===== config.mk =====
export PLATFORM = sky130hd
export DESIGN_NAME = n64_ctrl_sniffer
export DESIGN_NICKNAME = d
export VERILOG_FILES = /design/src/rtl/n64_ctrl_sniffer.sv
export SDC_FILE = /design/constraint.sdc
export NUM_CORES = 1
export LEC_CHECK = 0
export ABC_AREA = 1
export BUFFER_PORTS_ARGS = -buffer_cell sky130_fd_sc_hd__buf_2
export CAP_MARGIN = 5
export CORE_MARGIN = 2
export CORE_UTILIZATION = 64
export DETAILED_ROUTE_END_ITERATION = 8
export MAX_ROUTING_LAYER = met4
export PLACE_DENSITY = 0.83
export SYNTH_ARGS = -nofsm -noshare
export SYNTH_HDL_FRONTEND = slang
export SYNTH_SLANG_ARGS = --single-unit

===== constraint.sdc =====
create_clock -name CTRL_CLK -period 2.6 [get_ports CTRL_CLK]
set_input_delay 0.39 -clock CTRL_CLK [delete_from_list [all_inputs] [get_ports CTRL_CLK]]
set_output_delay 0.39 -clock CTRL_CLK [all_outputs]
set_load 0.05 [all_outputs]

===== src/rtl/n64_ctrl_sniffer.sv =====
// Passive N64 joybus sniffer: decodes the console command, captures the
// controller response and hands it over with a sticky-flag/ack handshake.
module n64_ctrl_sniffer #(
   parameter int unsigned RESP_BITS  = 32,
   parameter logic [7:0]  CMD_CODE   = 8'h01,
   parameter int unsigned CNT_W      = 8,
   parameter int unsigned BIT_THRESH = 8,
   parameter int unsigned IDLE_CNT   = 192,
   parameter int unsigned BIT_TMO    = 40,
   parameter logic [15:0] IGR_COMBO  = 16'h0,
   parameter int unsigned IGR_HOLD   = 4
) (
   input  logic                 CTRL_CLK,
   input  logic                 CTRL_nRST,
   input  logic                 CTRL_i,
   input  logic                 use_igr_i,
   input  logic                 data_ack_i,
   output logic [RESP_BITS-1:0] ctrl_data_o,
   output logic                 new_ctrl_data_o,
   output logic                 overrun_o,
   output logic                 igr_trigger_o,
   output logic [7:0]           frame_err_cnt_o,
   output logic                 busy_o
);

   localparam int unsigned BC_W = $clog2(RESP_BITS + 1);
   localparam int unsigned HC_W = $clog2(IGR_HOLD + 1);

   localparam logic [CNT_W-1:0] CNT_MAX   = '1;
   localparam logic [CNT_W-1:0] THRESH_C  = CNT_W'(BIT_THRESH);
   localparam logic [CNT_W-1:0] IDLE_C    = CNT_W'(IDLE_CNT);
   localparam logic [CNT_W-1:0] TMO_C     = CNT_W'(BIT_TMO);
   localparam logic [BC_W-1:0]  CMD_LEN   = BC_W'(8);
   localparam logic [BC_W-1:0]  RESP_LEN  = BC_W'(RESP_BITS);
   localparam logic [HC_W-1:0]  HOLD_LAST = HC_W'(IGR_HOLD - 1);

   typedef enum logic [1:0] {
      ST_IDLE,
      ST_CMD,
      ST_RESP
   } state_t;

   logic [1:0]           sync_q, sync_d;
   logic                 hist_q, hist_d;
   logic [CNT_W-1:0]     dur_cnt_q, dur_cnt_d;
   state_t               state_q, state_d;
   logic [BC_W-1:0]      bit_cnt_q, bit_cnt_d;
   logic [RESP_BITS-1:0] sr_q, sr_d;
   logic [RESP_BITS-1:0] data_q, data_d;
   logic                 new_q, new_d;
   logic                 ovr_q, ovr_d;
   logic                 trig_q, trig_d;
   logic [7:0]           err_q, err_d;
   logic [HC_W-1:0]      hold_q, hold_d;

   logic rise, fall, bit_val, commit, abort;

   assign rise    = sync_q[1] & ~hist_q;
   assign fall    = ~sync_q[1] & hist_q;
   assign bit_val = (dur_cnt_q < THRESH_C);

   always_comb begin
      sync_d    = {sync_q[0], CTRL_i};
      hist_d    = sync_q[1];
      state_d   = state_q;
      bit_cnt_d = bit_cnt_q;
      sr_d      = sr_q;
      data_d    = data_q;
      new_d     = new_q;
      ovr_d     = ovr_q;
      trig_d    = 1'b0;
      err_d     = err_q;
      hold_d    = hold_q;
      commit    = 1'b0;
      abort     = 1'b0;

      if (rise || fall)
         dur_cnt_d = '0;
      else if (dur_cnt_q == CNT_MAX)
         dur_cnt_d = dur_cnt_q;
      else
         dur_cnt_d = dur_cnt_q + CNT_W'(1);

      unique case (state_q)
         ST_IDLE: begin
            if (fall && dur_cnt_q >= IDLE_C) begin
               state_d   = ST_CMD;
               bit_cnt_d = '0;
               sr_d      = '0;
            end
         end
         ST_CMD: begin
            if (dur_cnt_q >= TMO_C) begin
               abort = 1'b1;
            end else if (rise) begin
               if (bit_cnt_q == CMD_LEN) begin
                  // Stop bit: only our command arms the response capture
                  if (sr_q[7:0] == CMD_CODE) begin
                     state_d   = ST_RESP;
                     bit_cnt_d = '0;
                     sr_d      = '0;
                  end else begin
                     state_d = ST_IDLE;
                  end
               end else begin
                  sr_d      = {sr_q[RESP_BITS-2:0], bit_val};
                  bit_cnt_d = bit_cnt_q + BC_W'(1);
               end
            end
         end
         ST_RESP: begin
            if (dur_cnt_q >= TMO_C) begin
               abort = 1'b1;
            end else if (rise) begin
               if (bit_cnt_q == RESP_LEN) begin
                  commit  = 1'b1;
                  state_d = ST_IDLE;
               end else begin
                  sr_d      = {bit_val, sr_q[RESP_BITS-1:1]};
                  bit_cnt_d = bit_cnt_q + BC_W'(1);
               end
            end
         end
         default: state_d = ST_IDLE;
      endcase

      if (abort) begin
         state_d = ST_IDLE;
         if (err_q != 8'hFF)
            err_d = err_q + 8'd1;
      end

      // A commit outranks a coincident acknowledge
      if (commit) begin
         data_d = sr_q;
         new_d  = 1'b1;
         ovr_d  = data_ack_i ? 1'b0 : (ovr_q | new_q);
      end else if (data_ack_i) begin
         new_d = 1'b0;
         ovr_d = 1'b0;
      end

      if (!use_igr_i) begin
         hold_d = '0;
      end else if (commit) begin
         if (sr_q[15:0] == IGR_COMBO) begin
            if (hold_q == HOLD_LAST) begin
               trig_d = 1'b1;
               hold_d = '0;
            end else begin
               hold_d = hold_q + HC_W'(1);
            end
         end else begin
            hold_d = '0;
         end
      end
   end

   always_ff @(posedge CTRL_CLK or negedge CTRL_nRST) begin
      if (!CTRL_nRST) begin
         sync_q    <= 2'b11;
         hist_q    <= 1'b1;
         dur_cnt_q <= '0;
         state_q   <= ST_IDLE;
         bit_cnt_q <= '0;
         sr_q      <= '0;
         data_q    <= '0;
         new_q     <= 1'b0;
         ovr_q     <= 1'b0;
         trig_q    <= 1'b0;
         err_q     <= '0;
         hold_q    <= '0;
      end else begin
         sync_q    <= sync_d;
         hist_q    <= hist_d;
         dur_cnt_q <= dur_cnt_d;
         state_q   <= state_d;
         bit_cnt_q <= bit_cnt_d;
         sr_q      <= sr_d;
         data_q    <= data_d;
         new_q     <= new_d;
         ovr_q     <= ovr_d;
         trig_q    <= trig_d;
         err_q     <= err_d;
         hold_q    <= hold_d;
      end
   end

   assign ctrl_data_o     = data_q;
   assign new_ctrl_data_o = new_q;
   assign overrun_o       = ovr_q;
   assign igr_trigger_o   = trig_q;
   assign frame_err_cnt_o = err_q;
   assign busy_o          = (state_q != ST_IDLE);

endmodule


Word level (Yosys, flattened, before mapping). Index checks and enable logic that the tools add are counted.

Mux-type cells: 48. $add $sub $neg: 4. $lt $le $gt $ge: 3. Reductions and logical operators: 11. Bitwise gates (word level): 5. Eq/ne operators: 24.

Operators with widths (count): $mux W32 (8); $pmux W32 S3 (1); $mux W6 (8); $ne A3 B3 Y1 const B (8); $mux W2 (9); $pmux W6 S3 (1); $add A8 B1 Y8 const B (2); $logic_not A16 Y1 (1); $mux W8 (2); $mux W1 (14); $ne A2 B2 Y1 const B (7); $mux W3 (4); $eq A8 B1 Y1 const B (1); $eq A8 B8 Y1 const B (1); $ge A8 B6 Y1 const B (1); $ge A8 B8 Y1 const B (1); $lt A8 B4 Y1 const B (1); $ne A8 B8 Y1 const B (1); $reduce_and A8 Y1 (1); $reduce_and A7 Y1 (1); $add A6 B1 Y6 const B (1); $eq A6 B4 Y1 const B (1); $eq A6 B6 Y1 const B (1); $pmux W2 S3 (1); other kinds (15) (18).

Output and inout port bits: 44. Word-level logic and storage cells: 107. Flip-flop bits (word level): 97.

Depth between registers and ports, before layout. Gate-level depths: netlist (run 1).

Depth in word-level cells: 7. Gate-level depth with buffers: 12. Gate-level depth less buffers: 10.

Least setup slack after synthesis (run 1). OpenSTA, ideal clock, no wires.

Path kind: register -> register. From: register err_q[0], in the netlist frame_err_cnt_o[0]. To: register err_q[4], in the netlist frame_err_cnt_o[4]. Data arrival time: 1.665 ns. Stages on the path, launching flop included: 8. Setup slack: 0.790 ns. Period minus slack after synthesis: 1.810 ns. Cell sequence: dfrtp_1 -> ha_1 -> nand3_1 -> nor2_1 -> nand3_1 -> nand3_1 -> nor2_1 -> xor2_1.

Cells in the longest elaborated chain, start to end: 2. Elaborated cells between the ends (all ways): 3. Classes of those cells: 1 x add/sub; 1 x eq/ne; 1 x reduce/logical.

Ends and longest elaborated chain: start: declaration (line 53) `logic [7:0] err_q, err_d;`; start signal: assignment (line 184) `err_q <= err_d;`; branches (longest 2 deep; another with $add A8 B1 Y8).

Several ways; the timed one is not identified. A chain may end at the register's enable or synchronous reset.

Worst setup path in the final report (run 1).
From: register state_q[1]. To: register bit_cnt_q[2].

Cells in the longest elaborated chain, start to end: 3. Elaborated cells between the ends (all ways): 13. Classes of those cells: 9 x eq/ne; 1 x mux; 3 x reduce/logical.

Ends and longest elaborated chain: start: declaration (line 46) `state_t state_q, state_d;`; start signal: assignment (line 177) `state_q <= state_d;`; $eq A2 B1 Y1 (tied with other cells) (line 84) `unique case (state_q)`; $ne A3 B3 Y1 (no line) (tied with other cells); $reduce_and A8 Y1 (no line); end signal: assignment (line 178) `bit_cnt_q <= bit_cnt_d;`; end: declaration (line 47) `logic [BC_W-1:0] bit_cnt_q, bit_cnt_d;`.

Several ways; a longest one is shown, not always the timed one.

==> results of run 1 <==
-- cell type report --
type | instances | area, µm² | share of cell area [%]
multi-input cells | 464 | 2126 | 39.52
flip-flops and latches | 97 | 2431 | 45.20
clock inverters | 6 | 75.07 | 1.396
repair buffers | 55 | 307.8 | 5.722
well taps | 99 | 123.9 | 2.303
clock buffers | 10 | 127.6 | 2.373
inverters | 50 | 187.7 | 3.489
-- cells by family after synthesis --
kind of cell / share of synthesized area [%]
flops: 49.39
simple gates: 31.47
buf+inv: 7.473
fa+ha+maj: 2.542
xor+xnor: 2.135
compound gates: 6.991
-- per-stage QoR --
step,power (mW),util (%)
after global routing,2.697,72.99
after global placement,1.620,70.24
final,2.593,72.99
after detailed placement,1.626,70.24
after floorplan,1.578,-
after CTS,2.613,72.99
-- layout by cell type (no fill, tap or decap), types with 2 or more instances in the layout --
master / synthesis / routed
nor2_1: 29 / 28
dfrtp_1: 94 / 94
nand2_1: 259 / 259
o21ai_0: 27 / 27
a21oi_1: 37 / 37
nor3_1: 6 / 6
inv_2: 3 / 3
nand3_1: 63 / 63
xnor2_1: 4 / 4
buf_4: 3 / 7
xor2_1: 8 / 8
nand2_2: 2 / 2
nor2_2: 1 / 2
clkbuf_8: 0 / 9
buf_2: 12 / 47
ha_1: 10 / 10
nand4_1: 10 / 10
dfstp_2: 3 / 3
clkinv_4: 0 / 2
inv_1: 46 / 46
-- flip-flops by register name (all words and copies together) (netlist names), 2 cells and up --
name and flops:
hold_q 3, frame_err_cnt_o 8, bit_cnt_q 6, sr_q 32, state_q 2, ctrl_data_o 32
dur_cnt_q 8, sync_q 2
-- worst max path at each step --
| stage | from | to | slack, ns | depth (start not counted) |
|---|---|---|---|---|
| 2_1_floorplan | frame_err_cnt_o[0] | frame_err_cnt_o[4] | 0.79 | 7 |
| 3_3_place_gp | state_q[0] | sr_q[7] | 0.45 | 6 |
| 3_5_place_dp | state_q[1] | bit_cnt_q[2] | 0.35 | 6 |
| 4_1_cts | state_q[1] | bit_cnt_q[2] | 0.34 | 6 |
| 5_1_grt | state_q[1] | bit_cnt_q[2] | 0.09 | 6 |
| 6_report | state_q[1] | bit_cnt_q[2] | 0.25 | 6 |
-- metal layers --
metal	wire length (µm)	part of all wire, %
met5	0	0
met3	542	5.3
met1	4691	46
met2	4972	48
met4	96	0.93
-- power by group through the flow --
stage	logic, mW	clock network [mW]	registers (mW)
floorplan	0.0250	0	1.55
global placement	0.0663	0	1.55
detailed placement	0.0716	0	1.55
CTS	0.0714	1.02	1.53
global route	0.0812	1.09	1.53
finish	0.0689	0.999	1.52
==> results.toml, run 1 <==
[outcome]
status = "completed"

[drt]
drtAntennaViolNets = 0
wl_um = 10300
via_count = 4294
routedWlPerCell_um = 13.19
first_iter_violations = 260
first_pass_iters = 5
viasPerCell = 5.498
remaining_drc_errors = 0

[clock_tree]
cts_sinks = 97
cts_buffers = 9
ctsLongestPathBuffers = 2
hold_buffers = 0
cts_tree = "done"
cts_htree_levels = 3
clkLatencyLatePin_ns = 0.36
cts.reportedPaths.clkPinSlew_ns = 0.10
cts-root-buf = "clkbuf_8"
ctsResizeCount = 0
postCtsSetupBuffers = 0

[die]
start_util_pct = 66.79
die_h_um = 91.70
dieWidth_um = 91.70
die-area_um2 = 8409
io_pins = 49
num_rows = 31
fp.coreArea_um2 = 7370

[synth]
synthArstFlopShare_pct = 100.0
synth.top_cell.area_share_pct = 47.79
synth_area_um2 = 4922
synth.avg_cell_area_um2 = 7.667
synth_edf_count = 0
yosys-top-cells-count = "259 x nand2_1, 94 x dfrtp_1, 63 x nand3_1, 46 x inv_1, 37 x a21oi_1"
synth_seq_area_share_pct = 49.39
synthDistinctLibCells = 30
synthFlopType = "dfrtp_1"
postSynthCellCount = 642
yosys-top-cells-area = "dfrtp_1 48%, nand2_1 20%, nand3_1 6.4%"
synth_fp_nets = 657
synth_area_leader_cell = "dfrtp_1"
yosysWarningCount = 0
yosys.cell_count.top_type = "nand2_1"
synth_seq_cells = 97

[critical_path]
crit_arrival_ns = 2.65
cpPeakStageDelay_ns = 0.79
cp_data_required_time_ns = 2.89
crit_buf_inv = 2
crit_fanout = 34
cp_common_cell = "nand2_1"
cp_cell_sequence = "inv_1 > ha_1 > clkinv_1 > a21oi_1 > nand2_1 > nand2_1"
worst-setup-path-type = "flip-flop to flip-flop"
path_delay_family = "buffers and inverters"
ff2ff_setup_slack_ns = 0.25
r2r_cells = 6
start_kind = "flip-flop"
endpoint_kind = "flip-flop"
rr_endpoint = "bit_cnt_q[2]"
rr_startpoint = "state_q[1]"
worst_path_max_delay_cell = "clkinv_1"

[power_and_ir_drop]
internal-power_mw = 1.996
swShare_pct = 23.01
power_density_nw_per_um2 = 482.0
power_frac_clock_pct = 38.5
ir_drop_mv = 0.3995
pwr-share-comb_pct = 2.7
leakage_nw = 2.759
p_seq_share_pct = 58.8
p_switching_mw = 0.5964

[sta]
drv_slew = 0
clock_skew_ns = 0.009988
hold_viol_final = 0
maxSlewHeadroom_pct = 38.27
setup_violations = 0
rsz0062_at_grt = "false"
fin_crit_sh_pct = 90.48
hold_ws_ns = 0.04788
fmax_mhz = 425.1
max_slew.worst_pin.slew_ns = 0.9202
final.min_clock_period_ns = 2.352
setup_tns_ns = 0
setup_slack_ns = 0.2475

[grt]
grt_max_degree = 54
overflow = 0
use_met3_pct = 4.355
global_route.peak_usage_layer = "met2"
grt_pass1_vias = 4181
grt_util_met1_pct = 34.03
antenna_found_initial = 0
grt_first_pass_wirelength_um = 18210
grt_use_met2_pct = 45.10
track_usage_pct = 27.00

[finish]
antenna_cells = 0
syn_to_final_growth_pct = 9.278
final_cell_area_um2 = 5379
layout-drive-gt1-share_pct = 12.17
nets = 692
post_layout_nonfiller_instances = 781
fillers = 584

[placement]
portBuffers = 48
hpwl_um = 6807
place_congestion = 0.8854
placed_cells = 765
placed_area_um2 = 5176
pre_cts_slack_ns = 0.3478

[hold_path]
worstHoldPathType = "input port to asynchronous set/reset pin"

[run]
maxCapViolCount = 0
No activity file was read; power rests on OpenSTA's default activity.
==> inputs of run 2 (changes only) <==
--- a/config.mk
+++ b/config.mk
@@ -9,10 +9,11 @@
 export BUFFER_PORTS_ARGS = -buffer_cell sky130_fd_sc_hd__buf_2
 export CAP_MARGIN = 5
 export CORE_MARGIN = 2
-export CORE_UTILIZATION = 64
+export CORE_UTILIZATION = 59
 export DETAILED_ROUTE_END_ITERATION = 8
 export MAX_ROUTING_LAYER = met4
-export PLACE_DENSITY = 0.83
+export PLACE_DENSITY = 0.78
+export REMOVE_ABC_BUFFERS = 1
 export SYNTH_ARGS = -nofsm -noshare
 export SYNTH_HDL_FRONTEND = slang
 export SYNTH_SLANG_ARGS = --single-unit
==> constraint.sdc (replaced) <==
create_clock -name CTRL_CLK -period 2.55 [get_ports CTRL_CLK]
set_input_delay 0.3825 -clock CTRL_CLK [delete_from_list [all_inputs] [get_ports CTRL_CLK]]
set_output_delay 0.3825 -clock CTRL_CLK [all_outputs]
set_load 0.01 [all_outputs]
==> run 2 against run 1 <==
Net effect:
- clock-buffer cell count unchanged
- sequential power hardly changed
- critical path depth grew 2
- sequential cell count is the same
- critical endpoint is now hold_q[0]
- cell area rose by 0.84%
- wire length rose by 1.4%
==> results.toml, run 2 (synthesized netlist as in run 1, its figures left out) <==
[critical_path]
worst_path_max_delay_cell = "inv_2"
start_kind = "flip-flop"
crit_fanout = 53
cp_cell_sequence = "inv_1 > ha_1 > buf_4 > nand4_1 > nor2_1 > inv_2 > nand2_1 > o21ai_0"
worst-setup-path-type = "flip-flop to flip-flop"
path_depth = 8
crit_buf_inv = 3
cp_data_required_time_ns = 2.85
r2r_cells = 8
path_delay_family = "buffers and inverters"
endpoint_kind = "flip-flop"
cpPeakStageDelay_ns = 0.54
crit_arrival_ns = 2.39

[clock_tree]
cts_buffers = 9
postCtsSetupBuffers = 0
ctsLongestPathBuffers = 2
cts_sinks = 97
cts_tree = "done"
cts_htree_levels = 3
clkLatencyLatePin_ns = 0.37
cts-root-buf = "clkbuf_8"
cts.reportedPaths.clkPinSlew_ns = 0.10

[grt]
antenna_found_initial = 0
grt_max_degree = 60
grt_pass1_vias = 4027
grt_first_pass_wirelength_um = 18380
track_usage_pct = 26.38
overflow = 0

[finish]
layout-drive-gt1-share_pct = 12.70
final_cell_area_um2 = 5424
final_cell_mix = "259 x nand2_1, 94 x dfrtp_1, 63 x nand3_1, 47 x buf_2, 46 x inv_1"
mostFrequentLayoutCell = "nand2_1"
antenna_cells = 0
nets = 695
syn_to_final_growth_pct = 10.19
utilization_pct = 66.68

[power_and_ir_drop]
pwr-share-comb_pct = 2.7
leakage_nw = 2.778
internal-power_mw = 1.971
power_frac_clock_pct = 37.9
p_seq_share_pct = 59.4
swShare_pct = 24.63
power_density_nw_per_um2 = 482.2
ir_drop_mv = 0.2824
p_switching_mw = 0.6442

[drt]
drt-met1-wl_um = 4519
drtAntennaViolNets = 0
first_pass_iters = 8
first_iter_violations = 343
highest_layer = "met4"
via_count = 4339
routedWlPerCell_um = 13.23
routed-wl-met2_um = 5169
remaining_drc_errors = 0
viasPerCell = 5.492
wl_um = 10450
dr_wl_met3_um = 634

[sta]
drv_slew = 0
hold_viol_final = 0
clock_skew_ns = 0.01400
fin_crit_sh_pct = 82.08
rsz0062_at_grt = "false"
setup_violations = 0
fmax_mhz = 477.8
final.min_clock_period_ns = 2.093
maxSlewHeadroom_pct = 49.82
max_slew.worst_pin.slew_ns = 0.7527

[placement]
place_congestion = 0.8752
portBuffers = 48
hpwl_um = 6951
placed_area_um2 = 5211

[die]
die-area_um2 = 9090
start_util_pct = 60.51
fp.coreArea_um2 = 8134
io_pins = 49
dieWidth_um = 95.34
num_rows = 33
die_h_um = 95.34

[outcome]
status = "completed"

[run]
maxCapViolCount = 0

[hold_path]
hold_depth = 1
worstHoldPathType = "input port to flip-flop"
run 2: worst reg2reg max path, delay by kind of cell (launching register included):
| family | cells | cell delay [ns] |
|---|---|---|
| buffers and inverters | 3 | 0.83 |
| AO/OA/AOI/OAI | 1 | 0.18 |
| AND/OR/NAND/NOR | 3 | 0.41 |
| flip-flops | 1 | 0.39 |
| adder cells (fa/ha/maj) | 1 | 0.23 |
run 2: what timing repair did:
item | CTS | global route
endpoints found under the hold margin | 31 | 0
hold buffers | 1 | 0
endpoints found under the setup margin | 0 | 3
resized for setup | 0 | 1
run 2: cell type report:
class	instances	area [µm²]
clock buffers	10	137.6
clock inverters	6	61.31
fillers	682	2710
inverters	50	191.4
multi-input cells	464	2126
flip-flops and latches	97	2431
well taps	105	131.4
repair buffers	58	345.3
run 2: path summary, 6_finish.rpt:
kind,startpoint,to,slack [ns]
setup / recovery,state_q[0],hold_q[0],0.46
setup reg to reg,state_q[0],hold_q[0],0.46
min in group asynchronous,CTRL_nRST,overrun_o,0.51
hold reg to reg,sync_q[0],sync_q[1],0.36
max in group asynchronous,CTRL_nRST,bit_cnt_q[0],1.35
hold / removal,CTRL_i,sync_q[0],0.11
run 2: power groups by stage:
stage,registers [mW],logic [mW],clock network [mW]
after CTS,1.55,0.0726,1.01
after global routing,1.56,0.0826,1.07
final,1.55,0.0697,0.991
after floorplan,1.58,0.0255,0
after global placement,1.58,0.0686,0
after detailed placement,1.58,0.0715,0
run 2: through the flow:
stage	cells	hold slack [ns]	total power [mW]	setup TNS (ns)	setup slack [ns]
finish	790	0.1088	2.616	0	0.4570
global route	790	0.09504	2.713	0	0.2393
CTS	790	0.09655	2.635	0	0.2408
detailed placement	773	0.3511	1.656	0	0.2947
global placement	773	0.3468	1.653	0	0.4096
floorplan	611	0.08691	1.609	-28.30	-0.4271
run 2: layer usage:
layer  up-vias  GRT usage (%)
li1       2115              -
met4         0          7.005
met1      2049          33.63
met5         -              -
met2       163          43.84
met3        12          4.585
==> inputs of run 3 (changes only) <==
--- a/config.mk
+++ b/config.mk
@@ -9,10 +9,10 @@
 export BUFFER_PORTS_ARGS = -buffer_cell sky130_fd_sc_hd__buf_2
 export CAP_MARGIN = 5
 export CORE_MARGIN = 2
-export CORE_UTILIZATION = 59
+export CORE_UTILIZATION = 53
 export DETAILED_ROUTE_END_ITERATION = 8
 export MAX_ROUTING_LAYER = met4
-export PLACE_DENSITY = 0.78
+export PLACE_DENSITY = 0.74
 export REMOVE_ABC_BUFFERS = 1
 export SYNTH_ARGS = -nofsm -noshare
 export SYNTH_HDL_FRONTEND = slang
==> constraint.sdc (replaced) <==
create_clock -name CTRL_CLK -period 1.75 [get_ports CTRL_CLK]
set_input_delay 0.2625 -clock CTRL_CLK [delete_from_list [all_inputs] [get_ports CTRL_CLK]]
set_output_delay 0.2625 -clock CTRL_CLK [all_outputs]
set_load 0.01 [all_outputs]
==> run 3 against run 2 <==
Net effect:
- wire length shrank 1.5%
- critical endpoint is now sr_q[9]
- register-to-register slack lost 0.35 ns
- largest power group unchanged
- clock skew fell by 0.0044 ns
- sequential share of layout area down 1.6 points
- combinational power up 56%
==> results.toml, run 3 (synthesized netlist as in run 1, its figures left out) <==
[finish]
nets = 708
antenna_cells = 0
final_cell_area_um2 = 5630
syn_to_final_growth_pct = 14.39
mostFrequentLayoutCell = "nand2_1"
layout-drive-gt1-share_pct = 15.76
final_cell_mix = "258 x nand2_1, 93 x dfrtp_1, 61 x nand3_1, 47 x buf_2, 45 x inv_1"

[clock_tree]
cts_buffers = 9
cts-root-buf = "clkbuf_8"
cts_htree_levels = 3
clkLatencyLatePin_ns = 0.37
cts_tree = "done"
ctsLongestPathBuffers = 2
cts.reportedPaths.clkPinSlew_ns = 0.10
cts_sinks = 97

[grt]
track_usage_pct = 22.34
grt_use_met2_pct = 36.40
grt_pass1_vias = 4047
antenna_found_initial = 0
overflow = 0
grt_util_met1_pct = 28.20
grt_max_degree = 40
global_route.peak_usage_layer = "met2"
grt_first_pass_wirelength_um = 17680
use_met3_pct = 3.273

[critical_path]
worst-setup-path-type = "flip-flop to flip-flop"
start_kind = "flip-flop"
crit_fanout = 19
cp_data_required_time_ns = 2.02
endpoint_kind = "flip-flop"
crit_arrival_ns = 1.91

[run]
maxCapViolCount = 0

[die]
fp.coreArea_um2 = 9109
dieWidth_um = 100.4
die-area_um2 = 10070
num_rows = 35
start_util_pct = 54.04
die_h_um = 100.4
io_pins = 49

[drt]
routedWlPerCell_um = 12.72
via_count = 4275
wl_um = 10290
remaining_drc_errors = 0
viasPerCell = 5.284
drtAntennaViolNets = 0
first_iter_violations = 149
first_pass_iters = 5

[power_and_ir_drop]
power_density_nw_per_um2 = 666.2
leakage_nw = 2.867
ir_drop_mv = 0.3471

[hold_path]
worstHoldPathType = "input port to flip-flop"

[sta]
maxSlewHeadroom_pct = 69.52
setup_tns_ns = 0
drv_slew = 0
setup_violations = 0
clock_skew_ns = 0.009618
final.min_clock_period_ns = 1.640
max_slew.worst_pin.slew_ns = 0.4538
fin_crit_sh_pct = 93.69
fmax_mhz = 609.9
hold_viol_final = 0

[outcome]
status = "completed"

[placement]
placed_area_um2 = 5364
portBuffers = 48
place_congestion = 0.8413
hpwl_um = 7107
[run 3: changes by cell type in the layout (fill, tap and decap cells not counted), moves of 3 or more]
cell	previous run	this run
buf_12	2	8
buf_4	8	12
inv_6	1	4
nor2_1	28	24
nor2_2	2	5
[run 3: final cells by class]
class	count	area, µm²
fill	823	3478
sequential	97	2432
multi-input combinational	464	2163
timing repair buffer	71	531.8
inverter	50	187.7
tap	111	138.9
clock buffer	9	123.9
clock inverter	7	52.55
[run 3: timing repair]
| item | 4_1_cts | 5_1_grt |
|---|---|---|
| hold buffers | 2 | 0 |
| setup buffers | 0 | 1 |
| gates resized for setup | 0 | 19 |
| endpoints found under the setup margin | 0 | 49 |
| endpoints found under the hold margin | 28 | 0 |
[run 3: critical path: stages (launching register included)]
cell and delay (ns):
dfrtp_1 0.38, inv_1 0.07, ha_2 0.22, buf_8 0.16
nand2_1 0.11, nand2_1 0.08, nor2_2 0.12, nand2_2 0.10
buf_12 0.17, nand2_1 0.07, nand2_1 0.06
[run 3: power by group]
part | internal (mW) | switching [mW]
registers | 2.26 | 0.00797
logic | 0.0335 | 0.0758
clock network | 0.533 | 0.844
total | 2.82 | 0.928
[run 3: metrics by stage]
step | worst slack [ns] | std cells | hold slack, ns | power [mW] | util, %
2_1_floorplan | -1.227 | 611 | -0.03309 | 2.345 | -
3_3_place_gp | 0.1168 | 790 | 0.2327 | 2.414 | 58.89
3_5_place_dp | 0.06011 | 790 | 0.2334 | 2.419 | 58.89
4_1_cts | 0.03337 | 808 | 0.1395 | 3.788 | 61.04
5_1_grt | -0.004018 | 809 | 0.1629 | 3.885 | 61.81
6_report | 0.1104 | 809 | 0.1462 | 3.751 | 61.81
[run 3: worst paths after layout]
kind,start,to,slack (ns),depth (start not counted)
min reg2reg,sync_q[0],sync_q[1],0.36,0
min,data_ack_i,new_ctrl_data_o,0.15,4
max reg2reg,state_q[0],sr_q[9],0.11,10
min in group asynchronous,CTRL_nRST,ctrl_data_o[6],0.37,2
max,state_q[0],sr_q[9],0.11,10
max in group asynchronous,CTRL_nRST,hold_q[0],0.84,3
[run 3: metal layers]
metal,vias to the layer above,wire length [µm]
li1,2136,-
met1,2011,4799
met2,111,4884
met3,17,410
met4,0,195
met5,-,0
